<file path="config.mk">
export PLATFORM = sky130hd
export DESIGN_NAME = eth_rx_framer
export DESIGN_NICKNAME = d
export VERILOG_FILES = /design/src/rtl/eth_rx_framer.sv
export SDC_FILE = /design/constraint.sdc
export NUM_CORES = 1
export LEC_CHECK = 0
export ABC_AREA = 1
export CORE_UTILIZATION = 30
export DETAILED_ROUTE_END_ITERATION = 7
export GPL_ROUTABILITY_DRIVEN = 1
export PLACE_DENSITY = 0.57
export SYNTH_ARGS = -nofsm -noshare
export SYNTH_HDL_FRONTEND = slang
export SYNTH_SLANG_ARGS = --single-unit
</file>
<file path="constraint.sdc">
create_clock -name clientRXclock -period 6.4 [get_ports clientRXclock]
set_clock_uncertainty 0.05 [all_clocks]
set_input_delay 1.28 -clock clientRXclock [delete_from_list [all_inputs] [get_ports clientRXclock]]
set_output_delay 1.28 -clock clientRXclock [all_outputs]
set_load 0.005 [all_outputs]
</file>
<file path="src/rtl/eth_rx_framer.sv">
// MAC receive framer: copies each frame's leading bytes into a header ring in data memory,
// streams the remaining bytes into a 33-bit write FIFO and closes every frame with a trailer.
module eth_rx_framer #(
    parameter int unsigned HDR_BYTES   = 16,
    parameter int unsigned FIFO_START  = 14,
    parameter int unsigned AW          = 10,
    parameter int unsigned RING_BASE   = 768,
    parameter int unsigned RING_WORDS  = 256,
    parameter int unsigned MAX_PENDING = 31,
    parameter int unsigned MAX_FRAME   = 1518,
    localparam int unsigned CW = $clog2(MAX_PENDING + 1)
) (
    input  logic          clientRXclock,
    input  logic          reset,
    input  logic [7:0]    RXdata,
    input  logic          RXdataValid,
    input  logic          RXgoodFrame,
    input  logic          RXbadFrame,
    input  logic          headerRead,
    output logic [AW-1:0] receiverAddress,
    output logic [31:0]   receiverData,
    output logic          receiverWrite,
    output logic [CW-1:0] headerCount,
    output logic          headerCountNonZero,
    output logic [32:0]   fifoData,
    output logic          fifoWrite,
    input  logic          fifoFull,
    output logic [15:0]   droppedFrames
);

    localparam int unsigned HdrWords = HDR_BYTES / 4;
    localparam int unsigned HWW      = $clog2(HdrWords + 1);

    localparam logic [13:0]   HdrBytesW  = 14'(HDR_BYTES);
    localparam logic [13:0]   FifoStartW = 14'(FIFO_START);
    localparam logic [13:0]   MaxFrameW  = 14'(MAX_FRAME);
    localparam logic [CW-1:0] MaxPendW   = CW'(MAX_PENDING);
    localparam logic [AW-1:0] RingBaseW  = AW'(RING_BASE);
    localparam logic [AW:0]   RingEndW   = (AW + 1)'(RING_BASE + RING_WORDS - 1);
    localparam logic [AW:0]   RingWordsW = (AW + 1)'(RING_WORDS);
    localparam logic [AW:0]   SlotWordsW = (AW + 1)'(HdrWords);

    typedef enum logic [2:0] {
        StIdle,
        StFrame,
        StWaitStat,
        StTrailer,
        StDiscard
    } state_e;

    state_e         state_q, state_d;
    logic           valid_q;
    logic [13:0]    n_q, n_d;
    logic [31:0]    hdr_word_q, hdr_word_d;
    logic [31:0]    rx_data_q, rx_data_d;
    logic           hdr_pend_q, hdr_pend_d;
    logic [HWW-1:0] hdr_words_q, hdr_words_d;
    logic [AW-1:0]  addr_q, addr_d;
    logic [AW-1:0]  slot_base_q, slot_base_d;
    logic [31:0]    fifo_word_q, fifo_word_d;
    logic [1:0]     f_lane_q, f_lane_d;
    logic           fifo_pend_q, fifo_pend_d;
    logic [31:0]    fifo_data_q, fifo_data_d;
    logic [2:0]     fifo_bcnt_q, fifo_bcnt_d;
    logic [13:0]    fifo_bytes_q, fifo_bytes_d;
    logic           ovf_q, ovf_d;
    logic           trunc_q, trunc_d;
    logic           stat_seen_q, stat_seen_d;
    logic           good_q, good_d;
    logic           bad_q, bad_d;
    logic [CW-1:0]  hcnt_q, hcnt_d;
    logic [15:0]    drop_q, drop_d;
    logic           hr1_q, hr2_q, hr3_q;

    logic           take;
    logic           hdr_inc;
    logic           hdr_dec;
    logic [13:0]    n_cur;
    logic [31:0]    hw;
    logic [31:0]    fw;
    logic [1:0]     ln;

    // Advance a ring address by k words, wrapping back to the ring base.
    function automatic logic [AW-1:0] ring_add(input logic [AW-1:0] a, input logic [AW:0] k);
        logic [AW:0] s;
        s = {1'b0, a} + k;
        if (s > RingEndW) begin
            s = s - RingWordsW;
        end
        return s[AW-1:0];
    endfunction

    assign hdr_dec = hr2_q ^ hr3_q;

    // Next-state logic: frame FSM, byte packing, ring address, counters.
    always_comb begin
        state_d      = state_q;
        n_d          = n_q;
        hdr_word_d   = hdr_word_q;
        rx_data_d    = rx_data_q;
        hdr_pend_d   = 1'b0;
        hdr_words_d  = hdr_words_q;
        addr_d       = addr_q;
        slot_base_d  = slot_base_q;
        fifo_word_d  = fifo_word_q;
        f_lane_d     = f_lane_q;
        fifo_pend_d  = 1'b0;
        fifo_data_d  = fifo_data_q;
        fifo_bcnt_d  = fifo_bcnt_q;
        fifo_bytes_d = fifo_bytes_q;
        ovf_d        = ovf_q;
        trunc_d      = trunc_q;
        stat_seen_d  = stat_seen_q;
        good_d       = good_q;
        bad_d        = bad_q;
        hcnt_d       = hcnt_q;
        drop_d       = drop_q;
        take         = 1'b0;
        hdr_inc      = 1'b0;
        n_cur        = n_q;
        hw           = hdr_word_q;
        fw           = fifo_word_q;
        ln           = f_lane_q;

        // Bookkeeping for the writes presented on the outputs this cycle.
        if (hdr_pend_q) begin
            addr_d      = ring_add(addr_q, (AW + 1)'(1));
            hdr_words_d = hdr_words_q + HWW'(1);
            if (hdr_words_q == HWW'(HdrWords - 1)) begin
                hdr_inc = 1'b1;
            end
        end
        if (fifo_pend_q) begin
            if (fifoFull) begin
                ovf_d = 1'b1;
            end else begin
                fifo_bytes_d = fifo_bytes_q + 14'(fifo_bcnt_q);
            end
        end

        // Status may arrive together with the falling edge, before the flush is done.
        if ((state_q == StFrame || state_q == StWaitStat) && !stat_seen_q &&
            (RXgoodFrame || RXbadFrame)) begin
            stat_seen_d = 1'b1;
            good_d      = RXgoodFrame;
            bad_d       = RXbadFrame;
        end

        unique case (state_q)
            StIdle: begin
                if (RXdataValid && !valid_q) begin
                    if (hcnt_q == MaxPendW || fifoFull) begin
                        state_d = StDiscard;
                    end else begin
                        state_d      = StFrame;
                        take         = 1'b1;
                        n_cur        = '0;
                        hw           = '0;
                        fw           = '0;
                        ln           = '0;
                        ovf_d        = 1'b0;
                        trunc_d      = 1'b0;
                        stat_seen_d  = 1'b0;
                        good_d       = 1'b0;
                        bad_d        = 1'b0;
                        fifo_bytes_d = '0;
                        hdr_words_d  = '0;
                        slot_base_d  = addr_q;
                    end
                end
            end
            StFrame: begin
                if (RXdataValid) begin
                    if (n_q == MaxFrameW) begin
                        trunc_d = 1'b1;
                    end else begin
                        take = 1'b1;
                    end
                end else begin
                    // Flush partial words; unused byte lanes are already zero.
                    if (n_q < HdrBytesW && n_q[1:0] != 2'd0) begin
                        hdr_pend_d = 1'b1;
                        rx_data_d  = hdr_word_q;
                        hdr_word_d = '0;
                    end
                    if (f_lane_q != 2'd0) begin
                        fifo_pend_d = 1'b1;
                        fifo_data_d = fifo_word_q;
                        fifo_bcnt_d = {1'b0, f_lane_q};
                        fifo_word_d = '0;
                        f_lane_d    = '0;
                    end
                    state_d = StWaitStat;
                end
            end
            StWaitStat: begin
                if (stat_seen_q && !hdr_pend_q && !fifo_pend_q) begin
                    // Short frame: skip to the next slot and count its header now.
                    if (hdr_words_q < HWW'(HdrWords)) begin
                        addr_d  = ring_add(slot_base_q, SlotWordsW);
                        hdr_inc = 1'b1;
                    end
                    state_d = StTrailer;
                end
            end
            StTrailer: begin
                if (!fifoFull) begin
                    state_d = StIdle;
                end
            end
            StDiscard: begin
                if (RXgoodFrame || RXbadFrame) begin
                    if (drop_q != 16'hFFFF) begin
                        drop_d = drop_q + 16'd1;
                    end
                    state_d = StIdle;
                end
            end
            default: state_d = StIdle;
        endcase

        if (take) begin
            n_d = n_cur + 14'd1;
            if (n_cur < HdrBytesW) begin
                hw[{~n_cur[1:0], 3'b000} +: 8] = RXdata;
                if (n_cur[1:0] == 2'd3) begin
                    hdr_pend_d = 1'b1;
                    rx_data_d  = hw;
                    hw         = '0;
                end
            end
            if (n_cur >= FifoStartW) begin
                fw[{ln, 3'b000} +: 8] = RXdata;
                if (ln == 2'd3) begin
                    fifo_pend_d = 1'b1;
                    fifo_data_d = fw;
                    fifo_bcnt_d = 3'd4;
                    fw          = '0;
                end
                ln = ln + 2'd1;
            end
            hdr_word_d  = hw;
            fifo_word_d = fw;
            f_lane_d    = ln;
        end

        if (hdr_inc && !hdr_dec) begin
            if (hcnt_q != MaxPendW) begin
                hcnt_d = hcnt_q + CW'(1);
            end
        end else if (hdr_dec && !hdr_inc) begin
            if (hcnt_q != '0) begin
                hcnt_d = hcnt_q - CW'(1);
            end
        end
    end

    // State register with synchronous reset.
    always_ff @(posedge clientRXclock) begin
        if (reset) begin
            state_q      <= StIdle;
            // Held at 1 so a frame already in progress at reset is not seen as a rising edge.
            valid_q      <= 1'b1;
            n_q          <= '0;
            hdr_word_q   <= '0;
            rx_data_q    <= '0;
            hdr_pend_q   <= 1'b0;
            hdr_words_q  <= '0;
            addr_q       <= RingBaseW;
            slot_base_q  <= RingBaseW;
            fifo_word_q  <= '0;
            f_lane_q     <= '0;
            fifo_pend_q  <= 1'b0;
            fifo_data_q  <= '0;
            fifo_bcnt_q  <= '0;
            fifo_bytes_q <= '0;
            ovf_q        <= 1'b0;
            trunc_q      <= 1'b0;
            stat_seen_q  <= 1'b0;
            good_q       <= 1'b0;
            bad_q        <= 1'b0;
            hcnt_q       <= '0;
            drop_q       <= '0;
            hr1_q        <= 1'b0;
            hr2_q        <= 1'b0;
            hr3_q        <= 1'b0;
        end else begin
            state_q      <= state_d;
            valid_q      <= RXdataValid;
            n_q          <= n_d;
            hdr_word_q   <= hdr_word_d;
            rx_data_q    <= rx_data_d;
            hdr_pend_q   <= hdr_pend_d;
            hdr_words_q  <= hdr_words_d;
            addr_q       <= addr_d;
            slot_base_q  <= slot_base_d;
            fifo_word_q  <= fifo_word_d;
            f_lane_q     <= f_lane_d;
            fifo_pend_q  <= fifo_pend_d;
            fifo_data_q  <= fifo_data_d;
            fifo_bcnt_q  <= fifo_bcnt_d;
            fifo_bytes_q <= fifo_bytes_d;
            ovf_q        <= ovf_d;
            trunc_q      <= trunc_d;
            stat_seen_q  <= stat_seen_d;
            good_q       <= good_d;
            bad_q        <= bad_d;
            hcnt_q       <= hcnt_d;
            drop_q       <= drop_d;
            hr1_q        <= headerRead;
            hr2_q        <= hr1_q;
            hr3_q        <= hr2_q;
        end
    end

    // Outputs; the FIFO strobe is gated by fifoFull so it can never fire into a full FIFO.
    always_comb begin
        receiverAddress    = addr_q;
        receiverData       = rx_data_q;
        receiverWrite      = hdr_pend_q;
        headerCount        = hcnt_q;
        headerCountNonZero = (hcnt_q != '0);
        droppedFrames      = drop_q;
        fifoWrite          = (fifo_pend_q || state_q == StTrailer) && !fifoFull;
        fifoData           = {1'b0, fifo_data_q};
        if (state_q == StTrailer) begin
            fifoData = {1'b1, 14'b0, ovf_q, trunc_q, fifo_bytes_q, good_q, bad_q};
        end
    end

endmodule

</file>
# --- Word-level counts from Yosys, hierarchy flattened ---
# Cells that the tools add are included.
totals:
  word_cells: 229
  output_inout_bits: 99
  ff_bits: 219
classes:
  reduce_logical: 37
  order_cmp: 6
  shifts: 4
  bitwise_logic: 3
  add_sub_neg: 13
  mux: 120
  eq_ne: 21
ops:
  columns: ["op", "count"]
  rows:
  - ["32-bit two-way mux", 30]
  - ["14-bit two-way mux", 8]
  - ["32-bit bitwise mux", 2]
  - ["8-bit by 7-bit variable shift with 32-bit output, first input constant", 2]
  - ["8-bit by 7-bit variable part select with 32-bit output", 2]
  - ["10-bit two-way mux", 6]
  - ["3-bit two-way mux", 16]
  - ["1-bit two-way mux", 42]
  - ["33-bit two-way mux", 1]
  - ["14-bit by 5-bit < comparator with 1-bit output, second input constant", 2]
  - ["11-bit by 10-bit greater-than comparator with 1-bit output, second input constant", 2]
  - ["5-bit two-way mux", 4]
  - ["10-bit by 9-bit subtractor with 10-bit output, second input constant", 2]
  - ["16-bit by 1-bit adder with 16-bit output, second input constant", 1]
  - ["2-bit two-way mux", 8]
  - ["16-bit != test, second input constant", 1]
  - ["2-bit nonzero test", 8]
  - ["3-bit case mux with 5 select lines", 1]
  - ["3-bit AND reduction", 5]
  - ["14-bit by 1-bit adder with 14-bit output, second input constant", 1]
  - ["14-bit by 3-bit adder with 14-bit output", 1]
  - ["14-bit by 11-bit equality test with 1-bit output, second input constant", 1]
  - ["14-bit by 4-bit >= comparator with 1-bit output, second input constant", 1]
  - ["5-bit negation with 7-bit output", 2]
  - ["25 further kinds", 55]

# --- Logic depth before layout (Yosys ltp) ---
# Gate-level depths: netlist (run 1).
depth:
  word_depth: 12
  depth_mapped: 22
  depth_no_buf: 21

# --- Least setup slack after synthesis (run 1) ---
# OpenSTA, ideal clock, no wires.
synth_path:
  path_type: "input-to-reg"
  start: "input RXdataValid"
  end: "register fifo_word_q[16]"
  cell_stages: 16
  t_arrival_ns: 3.597
  setup_time_ns: 0.070
  required_time_ns: 6.280
  n_path_buf: 2
  slack_ns: 2.683
  cell_sequence: "nand2_1 -> nor2_2 -> nand3_4 -> inv_1 -> clkbuf_1 -> nor2_1 -> inv_1 -> ha_1 -> buf_1 -> nor3b_1 -> nand3_1 -> o21ai_0 -> nand2_1 -> nand2_1 -> nand3_1 -> a21oi_1"
synth_via:
  elab_chain_cells: 9
  word_cells_on_any_way: 23
synth_rtl:
  columns: ["element", "line_no", "rtl"]
  rows:
  - ["start, declared", "16", "input logic RXdataValid,"]
  - ["1-bit logical AND", "151", "if (RXdataValid && !valid_q) begin"]
  - ["2-bit two-way mux", "151", null]
  - ["2-bit two-way mux", "149", "unique case (state_q)"]
  - ["5-bit negation with 7-bit output", "233", "fw[{ln, 3'b000} +: 8] = RXdata;"]
  - ["8-bit by 7-bit variable part select with 32-bit output or 8-bit by 7-bit variable shift with 32-bit output (tied branches)", "233", null]
  - ["32-bit bitwise mux", "233", null]
  - ["32-bit two-way mux", "234", "if (ln == 2'd3) begin"]
  - ["32-bit two-way mux", "232", "if (n_cur >= FifoStartW) begin"]
  - ["32-bit two-way mux", "222", "if (take) begin"]
  - ["end signal, assigned", "297", "fifo_word_q <= fifo_word_d;"]
  - ["end, declared", "60", "logic [31:0] fifo_word_q, fifo_word_d;"]
# Parallel ways exist; a longest one is shown, timed or not.
# A chain may end at the register's enable or synchronous reset.

# --- Worst setup path after layout (run 1) ---
layout_path:
  start: "input fifoFull"
  end: "register fifo_word_q[22]"
layout_via:
  elab_chain_cells: 10
  word_cells_on_any_way: 26
layout_rtl:
  columns: ["element", "line_no", "rtl"]
  rows:
  - ["start, declared", "27", "input logic fifoFull,"]
  - ["1-bit logical OR (*)", "152", "if (hcnt_q == MaxPendW || fifoFull) begin"]
  - ["2-bit two-way mux", "152", null]
  - ["2-bit two-way mux", "151", null]
  - ["2-bit two-way mux", "149", null]
  - ["5-bit negation with 7-bit output", "233", null]
  - ["8-bit by 7-bit variable part select with 32-bit output or 8-bit by 7-bit variable shift with 32-bit output (tied branches)", "233", null]
  - ["32-bit bitwise mux", "233", null]
  - ["32-bit two-way mux", "234", null]
  - ["32-bit two-way mux", "232", null]
  - ["32-bit two-way mux", "222", null]
# Every way passes the cells marked *; elsewhere a longest branch is shown, timed or not.

==> key figures, run 1 <==
Yosys
  – Mapped Area: 12200 sq um
  – Top cell type's share of synthesized area: 35.9%
  – Post-synth top cells: 570 x nand2_1, 219 x dfxtp_1, 178 x nand3_1
  – Count leader, synth: nand2_1
  – Mux contribution to synthesized area: 0%
  – Synth Area in Compound Gates: 16.7%
  – XOR/XNOR Fraction of Synth Area: 1.08%
  – Net Count, Synth: 1914
  – Adder-cell share of the synthesized area: 3.00%
  – Yosys cell types: 50
  – Asr flop ratio synth: 0%
  – Register bit total from synthesis: 219
  – Synth area leaders: dfxtp_1 36%, nand2_1 18%, nand3_1 7.3%
  – Largest family of logic cells by synthesized area: simple AND/OR/NAND/NOR gates
  – Cell taking the most area after synthesis: dfxtp_1
  – Ys Warns: 0
  – Simple-Gate Fraction of Synth Area: 34.7%
  – Avg Cell Area, Syn: 6.52 sq um
  – Seq/Total Area, Yosys: 35.9%
  – Prevailing post-synth register cell: dfxtp_1
  – EDFF count, synth: 0
  – Synthesized netlist cell count: 1871

GRT
  – Initial antenna violation count: 0
  – Largest net degree at the start of global routing: 77
  – GRT Total Usage: 17.4%
  – Vias in the first global route: 11.5k
  – Grt ovf: 0
  – Global-route wire length before repair: 59.4 mm

STA
  – Tcrit/Tclk final: 69.7%
  – Max-Slew Margin vs Limit: 21.2%
  – Setup TNS: 0 ns
  – Slew Viols, Final: 0
  – RSZ-0062 raised after global routing: false
  – Worst Max-Slew Pin Slew: 1.18 ns
  – Fin. Hold Viols: 0
  – Fmax: 224 MHz
  – Min Tclk post-route: 4.46 ns
  – Setup violations, final: 0

Layout
  – Final instance count without filler cells: 2463
  – Final nets: 1966
  – Ant diodes: 0
  – Layout cell share with drive strength beyond 1: 4.49%
  – Area grow syn2layout: 18.9%

Critical path
  – Startpoint Class: primary input
  – Reg-to-Reg Start: headerCount[1]
  – Crit-path max cell delay: 0.84 ns
  – Critical Path Sink Type: register
  – Worst Setup SP: fifoFull
  – CP Class: primary input to register
  – Crit-path max FO: 32
  – Reg2reg path depth: 15
  – Crit path cell chain: clkdlybuf4s50_1 > inv_1 > nand3_4 > inv_1 > nor2_1 > inv_1 > ha_1 > nor3b_1 > nand3_1 > o21ai_0 > nand2_1 > nand2_1 > nand3_1 > a21oi_1
  – Critical Path RT: 6.80 ns
  – Crit-path leading delay family: simple AND/OR/NAND/NOR gates
  – Highest-delay cell along the critical path: nor3b_1
  – CP Depth: 14
  – Crit path top cell by count: inv_1
  – R2R Setup Slk: 2.54 ns
  – CP arrival: 4.87 ns
  – Buf+Inv Stages, Crit Path: 4
  – Setup crit end: fifo_word_q[22]
  – Worst flop-to-flop path endpoint: fifo_word_q[22]

Drt
  – DRC violations left: 0
  – Post-route ant nets: 0
  – Vias/cell: 4.99
  – Detailed Route WL: 36.8 mm
  – 1st-pass router iterations: 5
  – Vias post-DR: 12.3k
  – WL/cell: 14.9 microns
  – DRT iter0 DRCs: 960

Clock tree
  – Clock-pin slew on the worst setup and hold paths: 0.06 ns
  – Cts-stage hold buffer count: 0
  – CTS Root Cell: clkbuf_16
  – Post-CTS Setup Bufs: 0
  – CTS tree: yes
  – Clk_lat worst skew: 0.53 ns
  – CTS Buf Count: 25
  – Clock sink count: 219
  – H-tree depth: 1
  – Clk buf depth: 3
  – Post-CTS resize count: 0

Placed design
  – Buffers on Ports: 113
  – Placer Congestion: 0.839
  – HPWL Detailed: 24.9 mm
  – Placed insts: 2421

Pwr
  – Peak VDD IR: 0.000148 V
  – Power Density: 244 nW/um^2
  – Sw Pwr: 0.00103 W
  – Switching Share: 29.2%
  – Share of total power in combinational logic: 16.1%
  – Seq pwr share: 41.0%
  – Leak pwr: 5.51 nW
  – Clock power frac: 43.0%
  – Pint: 0.00251 W

Floorplan
  – Die X: 204 microns
  – Ports: 114
  – Initial Util: 30.6%
  – Placeable Area: 39900 sq um
  – Die area: 41500 sq um
  – Die Y: 204 microns
  – Std cell rows: 73

Worst hold path
  – Worst hold path class: register to register

Run status
  – Run status: completed

Flow run
  – Number of max-cap violations: 0
==> through the flow <==
stage	hold slack (ns)	worst slack (ns)	instance area (sq um)	total power (W)	util, %
after floorplan	0.338	2.68	12200	0.00187	-
after global placement	0.352	1.52	13600	0.00204	34.2
after detailed placement	0.349	1.41	13600	0.00204	34.2
after CTS	0.384	1.96	14500	0.00358	36.3
after global routing	0.399	1.54	14500	0.00370	36.3
final	0.371	1.94	14500	0.00354	36.3
==> worst reg2reg max path: cells and delay by family, from the launching register on <==
| kind | cells | cell delay (ns) |
|---|---|---|
| AND/OR/NAND/NOR | 10 | 2.31 |
| adder cells (fa/ha/maj) | 1 | 0.42 |
| buffers and inverters | 2 | 0.28 |
| flip-flops | 1 | 0.45 |
| AO/OA/AOI/OAI | 2 | 0.28 |
==> flip-flops by register name, indices dropped and copies added (netlist names), 2 cells and up <==
signal           cells
droppedFrames       16
f_lane_q             2
fifo_bcnt_q          3
fifo_bytes_q        14
fifo_data_q         32
fifo_word_q         32
hdr_word_q          32
hdr_words_q          3
headerCount          5
n_q                 14
receiverAddress     10
receiverData        32
slot_base_q         10
state_q              3
==> cell usage in the layout, fill, tap and decap left out, types with 6 or more instances in the layout <==
master           instances
a211oi_1                 8
a21oi_1                144
a31oi_1                 29
buf_4                   14
clkbuf_16               25
clkbuf_8                 6
clkdlybuf4s50_1        112
dfxtp_1                219
ha_1                    26
inv_1                  139
inv_2                    9
nand2_1                570
nand3_1                178
nand4_1                 31
nor2_1                 156
nor3_1                  28
o211a_1                 16
o21a_1                  15
o21ai_0                109
o22ai_1                 11
xor2_1                  13
==> power groups by stage <==
| stage | registers (W) | logic [W] | clock network, W |
|---|---|---|---|
| 2_1_floorplan | 0.00147 | 0.000407 | 0 |
| 3_3_place_gp | 0.00148 | 0.000565 | 0 |
| 3_5_place_dp | 0.00148 | 0.000567 | 0 |
| 4_1_cts | 0.00145 | 0.000569 | 0.00156 |
| 5_1_grt | 0.00146 | 0.000637 | 0.00161 |
| 6_report | 0.00145 | 0.000568 | 0.00152 |
==> final cells by class <==
| cell class | instances | area (sq um) |
|---|---|---|
| fill | 4197 | 25400 |
| multi-input combinational | 1395 | 6760 |
| sequential | 219 | 4380 |
| timing repair buffer | 127 | 1250 |
| clock buffer | 35 | 723 |
| tap | 525 | 657 |
| inverter | 155 | 586 |
| clock inverter | 7 | 140 |
==> logic make-up after synthesis <==
| group | after synthesis |
|---|---|
| adders and majority gates | 28 |
| AOI/OAI and AO/OA | 354 |
| xor gates and xnor gates | 15 |
| DFF | 219 |
| and+or+nand+nor | 998 |
| buffers and inverters | 257 |
==> metal layers <==
| metal | part of all wire (%) | GRT usage [%] | up-vias |
|---|---|---|---|
| met2 | 46 | 28.9 | 297 |
| li1 | - | - | 6271 |
| met1 | 47 | 23.0 | 5665 |
| met4 | 2.3 | 5.77 | 0 |
| met5 | 0 | 0 | - |
| met3 | 4.9 | 2.43 | 48 |
==> worst min-delay path by stage <==
stage,from,end,slack [ns],cells past startpoint
6_report,hr1_q,hr2_q,0.37,2
5_1_grt,hr1_q,hr2_q,0.40,2
3_5_place_dp,hr1_q,hr2_q,0.35,2
3_3_place_gp,hr1_q,hr2_q,0.35,2
4_1_cts,hr1_q,hr2_q,0.38,2
2_1_floorplan,hr1_q,hr2_q,0.34,2
No activity file was read; power rests on OpenSTA's default activity.
==> run 2: changes to the inputs <==
clock period = 4.3 ns   (was 6.4 ns; I/O delays follow)
==> key figures, run 2 (synthesis gave the netlist of run 1 again) <==
Pwr
  – Leak pwr: 5.59 nW (+1.4%)
  – Clock power frac: 44.8% (+1.8 points)
  – Switching Share: 29.2% (about the same)
  – Peak VDD IR: 0.000240 V (+62%)
  – Share of total power in combinational logic: 15.8% (-0.3 points)
  – Seq pwr share: 39.4% (-1.6 points)
  – Power Density: 373 nW/um^2 (+53%)
  – Pint: 0.00387 W (+54%)
  – Sw Pwr: 0.00160 W (+55%)

Clock tree
  – CTS Buf Count: 26 (+4.0%)
  – Post-CTS resize count: 0 (unchanged)
  – Clk buf depth: 3 (unchanged)
  – Clk_lat worst skew: 0.55 ns (+0.02 ns)
  – H-tree depth: 1 (unchanged)
  – CTS Root Cell: clkbuf_16
  – Clock sink count: 219 (unchanged)
  – CTS tree: yes
  – Clock-pin slew on the worst setup and hold paths: 0.06 ns (about the same)
  – Cts-stage hold buffer count: 0 (unchanged)
  – Post-CTS Setup Bufs: 0 (unchanged)

STA
  – Setup TNS: 0 ns (unchanged)
  – RSZ-0062 raised after global routing: false
  – Setup violations, final: 0 (unchanged)
  – Fmax: 258 MHz
  – Slack of the critical path: 0.427 ns (-1.51 ns)
  – Slew Viols, Final: 0 (unchanged)
  – Min Tclk post-route: 3.87 ns
  – Tcrit/Tclk final: 90.1%
  – Fin. Hold Viols: 0 (unchanged)
  – Worst Max-Slew Pin Slew: 1.11 ns (-0.0737 ns)
  – Max-Slew Margin vs Limit: 26.1% (+4.9 points)

Layout
  – Most common cell after layout, fill and taps aside: nand2_1
  – Fillers: 4216 (+0.45%)
  – Ant diodes: 0 (unchanged)
  – Most frequent cells in the layout: 570 x nand2_1, 219 x dfxtp_1, 178 x nand3_1
  – Area grow syn2layout: 20.0%
  – Layout cell share with drive strength beyond 1: 5.03% (+0.54 points)
  – Final nets: 1976 (+0.51%)

Drt
  – Vias/cell: 4.98 (about the same)
  – DRC violations left: 0 (unchanged)
  – 1st-pass router iterations: 5 (unchanged)
  – DRT iter0 DRCs: 858 (-11%)
  – WL/cell: 15.1 microns (+1.3%)
  – Post-route ant nets: 0 (unchanged)
  – Detailed Route WL: 37.5 mm (+1.8%)
  – Vias post-DR: 12.3k (+0.40%)

GRT
  – Vias in the first global route: 11.6k (+0.34%)
  – Global-route wire length before repair: 60.7 mm (+2.2%)
  – Largest net degree at the start of global routing: 85 (+10%)
  – Initial antenna violation count: 0 (unchanged)
  – Grt ovf: 0 (unchanged)
  – GRT Total Usage: 17.7% (+0.34 points)

Critical path
  – Startpoint Class: register
  – Crit-path max FO: 30 (-6.3%)
  – CP Class: register to primary output
  – Critical Path RT: 3.39 ns (-3.41 ns)
  – CP arrival: 2.96 ns (-1.91 ns)
  – Critical Path Sink Type: primary output

Placed design
  – Dpl ws: 0.405 ns (-1.01 ns)
  – Placer Congestion: 0.849 (+1.2%)
  – Buffers on Ports: 113 (unchanged)
  – HPWL Detailed: 25.3 mm (+1.6%)

Floorplan
  – Initial Util: 30.6% (unchanged)
  – Std cell rows: 73 (unchanged)
  – Placeable Area: 39900 sq um (unchanged)
  – Die Y: 204 microns (unchanged)
  – Die X: 204 microns (unchanged)
  – Ports: 114 (unchanged)
  – Die area: 41500 sq um (unchanged)

Worst hold path
  – Worst hold path class: register to register

Run status
  – Run status: completed

Flow run
  – Number of max-cap violations: 0 (unchanged)
[run 2: cell count changes in the layout (fill, tap and decap cells not counted), sizes merged]
cell and change:
clkinv +2, clkbuf -1, bufinv +2, buf +9
[run 2: worst max-delay path, cell delays in order, from the launching register on]
cell and delay [ns]:
dfxtp_1 0.37, inv_1 0.10, nor3_2 0.16, buf_4 0.32
inv_1 0.45, o21ai_0 0.44, clkdlybuf4s50_1 0.57
[run 2: worst paths after layout]
| check | from | to | slack (ns) | cells after the start |
|---|---|---|---|---|
| setup / recovery | state_q[1] | fifoData[5] | 0.43 | 6 |
| hold / removal | hr1_q | hr2_q | 0.36 | 2 |
| setup reg to reg | headerCount[1] | n_q[12] | 1.04 | 16 |
| hold reg to reg | hr1_q | hr2_q | 0.36 | 2 |
[run 2: area by class of cell]
class / count / area, sq um / area share (%)
clock buffer: 34 / 722 / 4.93
clock inverter: 11 / 218 / 1.49
inverter: 155 / 586 / 4.00
multi-input combinational: 1395 / 6760 / 46.2
sequential: 219 / 4380 / 29.9
tap: 525 / 657 / 4.49
timing repair buffer: 136 / 1310 / 8.97
[run 2: stage by stage]
stage                     cells  hold slack [ns]  total power (W)  utilization (%)  instance area (sq um)
after CTS                  2475            0.362          0.00553             36.7                  14600
after floorplan            1871            0.338          0.00279                -                  12200
final                      2475            0.357          0.00547             36.7                  14600
after detailed placement   2430            0.353          0.00306             34.3                  13700
after global placement     2430            0.351          0.00305             34.3                  13700
after global routing       2475            0.369          0.00571             36.7                  14600
[run 2: routing by layer]
| metal | global-route usage [%] | up-vias | wire, microns |
|---|---|---|---|
| met4 | 6.61 | 0 | 1170 |
| met1 | 24.0 | 5697 | 17900 |
| li1 | - | 6292 | - |
| met2 | 28.6 | 273 | 16900 |
| met3 | 2.33 | 68 | 1580 |
| met5 | 0 | - | 0 |
[run 2: power groups by stage]
stage | clock [W] | combinational (W) | sequential (W)
finish | 0.00245 | 0.000863 | 0.00215
global route | 0.00259 | 0.000963 | 0.00216
CTS | 0.00251 | 0.000866 | 0.00215
detailed placement | 0 | 0.000861 | 0.00220
global placement | 0 | 0.000851 | 0.00220
floorplan | 0 | 0.000606 | 0.00218
==> run 3: changes to the inputs <==
CORE_MARGIN = 5   (was default)
==> key figures, run 3 (synthesis gave the netlist of run 1 again) <==
Critical path
  – CP Class: register to primary output
  – CP arrival: 3.01 ns (+0.05 ns)
  – Crit-path max FO: 30 (unchanged)
  – Worst flop-to-flop path endpoint: n_q[12]
  – Critical Path RT: 3.39 ns (about the same)
  – Startpoint Class: register
  – Critical Path Sink Type: primary output
  – Reg2reg path depth: 16 (unchanged)
  – R2R Setup Slk: 0.91 ns (-0.13 ns)
  – Reg-to-Reg Start: headerCount[1]

Drt
  – Detailed Route WL: 38.0 mm (+1.3%)
  – Vias post-DR: 12.4k (+0.34%)
  – Top layer in use: met4
  – WL/cell: 15.3 microns (+1.4%)
  – WL met3: 2.15 mm (+36%)
  – DR WL met2: 17.1 mm (+1.4%)
  – 1st-pass router iterations: 7 (+2)
  – Met1 WL: 17.7 mm (-1.2%)
  – Vias/cell: 5.00 (+0.38%)
  – DRC violations left: 0 (unchanged)
  – DRT iter0 DRCs: 1005 (+17%)
  – Post-route ant nets: 0 (unchanged)

Placed design
  – Cell Area, Placed: 13700 sq um (+0.13%)
  – Placer Congestion: 0.827 (-2.5%)
  – Placed insts: 2434 (+0.16%)
  – HPWL Detailed: 25.8 mm (+2.0%)
  – Buffers on Ports: 113 (unchanged)

Clock tree
  – H-tree depth: 1 (unchanged)
  – Post-CTS Setup Bufs: 0 (unchanged)
  – Clk buf depth: 3 (unchanged)
  – Cts-stage hold buffer count: 0 (unchanged)
  – Clock-pin slew on the worst setup and hold paths: 0.06 ns (about the same)
  – Post-CTS resize count: 0 (unchanged)
  – CTS tree: yes
  – CTS Root Cell: clkbuf_16
  – CTS Buf Count: 26 (unchanged)
  – Clk_lat worst skew: 0.54 ns (about the same)
  – Clock sink count: 219 (unchanged)

Layout
  – Layout cell share with drive strength beyond 1: 4.93% (-0.10 points)
  – Most common cell after layout, fill and taps aside: nand2_1
  – Ant diodes: 0 (unchanged)
  – Most frequent cells in the layout: 570 x nand2_1, 219 x dfxtp_1, 178 x nand3_1
  – Area occupied by multi-input gates: 6760 sq um (unchanged)
  – Fillers: 4251 (+0.83%)
  – Finished layout cell area: 14500 sq um (-1.1%)
  – Utilization after layout: 36.2% (-0.47 points)
  – Final nets: 1980 (+0.20%)
  – Final instance count without filler cells: 2474 (-0.040%)
  – FF+latch area: 4380 sq um (unchanged)
  – Area grow syn2layout: 18.8%

STA
  – RSZ-0062 raised after global routing: false
  – Slew Viols, Final: 0 (unchanged)
  – Setup TNS: 0 ns (unchanged)
  – Max-Slew Margin vs Limit: 27.1% (+1.0 points)
  – Worst Max-Slew Pin Slew: 1.09 ns (-0.0150 ns)
  – Setup violations, final: 0 (unchanged)
  – Tcrit/Tclk final: 91.2% (+1.1 points)
  – Fin. Hold Viols: 0 (unchanged)
  – Fmax: 255 MHz (-1.2%)
  – Min Tclk post-route: 3.92 ns (+0.0471 ns)

Worst hold path
  – Hold path cells: 2 (unchanged)
  – Min-Delay Startpoint: hr1_q
  – Worst hold path class: register to register
  – Worst hold endpoint: hr2_q

GRT
  – Largest net degree at the start of global routing: 64 (-25%)
  – Global-route wire length before repair: 62.1 mm (+2.3%)
  – Initial antenna violation count: 0 (unchanged)
  – Grt ovf: 0 (unchanged)
  – GRT Total Usage: 16.5% (-1.3 points)
  – Vias in the first global route: 11.9k (+2.8%)

Pwr
  – Peak VDD IR: 0.000221 V (-7.9%)
  – Leak pwr: 5.53 nW (-1.0%)
  – Power Density: 351 nW/um^2 (-6.0%)

Floorplan
  – Std cell rows: 73 (unchanged)
  – Ports: 114 (unchanged)
  – Die area: 44800 sq um (+8.0%)
  – Placeable Area: 40000 sq um (+0.23%)
  – Die X: 212 microns (+3.9%)
  – Initial Util: 30.5% (-0.070 points)
  – Die Y: 212 microns (+3.9%)

Run status
  – Run status: completed

Flow run
  – Number of max-cap violations: 0 (unchanged)
[run 3: cell count changes in the layout (fill, tap and decap cells not counted), sizes merged]
cell | before | now
buf | 24 | 28
bufinv | 6 | 0
clkbuf | 34 | 37
clkinvlp | 2 | 0
[run 3: metal layers]
layer / up-vias / global-route usage (%)
met2: 328 / 26.4
met1: 5675 / 22.5
met3: 73 / 2.74
li1: 6296 / -
met4: 0 / 5.71
met5: - / 0
[run 3: metrics by stage]
stage                     setup slack [ns]  power, W  hold WS [ns]
after floorplan                       1.00   0.00279         0.338
after global placement               0.348   0.00306         0.355
after detailed placement             0.307   0.00307         0.352
after CTS                            0.281   0.00515         0.360
after global routing                 0.152   0.00534         0.387
final                                0.380   0.00508         0.353
[run 3: worst max path at each step]
stage	from	endpoint	slack, ns	cells past startpoint
after floorplan	RXdataValid	fifo_word_q[16]	1.00	16
after global routing	state_q[1]	fifoData[16]	0.15	6
after detailed placement	fifoFull	n_q[12]	0.31	15
after global placement	RXdataValid	hdr_word_q[23]	0.35	11
after CTS	state_q[1]	fifoData[16]	0.28	6
final	state_q[1]	fifoData[16]	0.38	6
[run 3: report_power, final]
group / internal [W] / switching, W
sequential: 0.00209 / 0.0000638
clock: 0.00120 / 0.000863
combinational: 0.000246 / 0.000625
[run 3: worst max-delay path, cell delays in order, from the launching register on]
cell and delay, ns:
dfxtp_1 0.35, inv_1 0.09, nor3_2 0.17, buf_4 0.31, inv_1 0.42, o21ai_0 0.53, clkdlybuf4s50_1 0.59
[run 3: area by class of cell]
cell class / count / area share [%]
Multi-Input combinational cell: 1395 / 46.7
Sequential cell: 219 / 30.3
Timing Repair Buffer: 140 / 9.19
Clock buffer: 37 / 5.20
Tap cell: 525 / 4.53
Inverter: 155 / 4.04
Clock inverter: 3 / 0.104
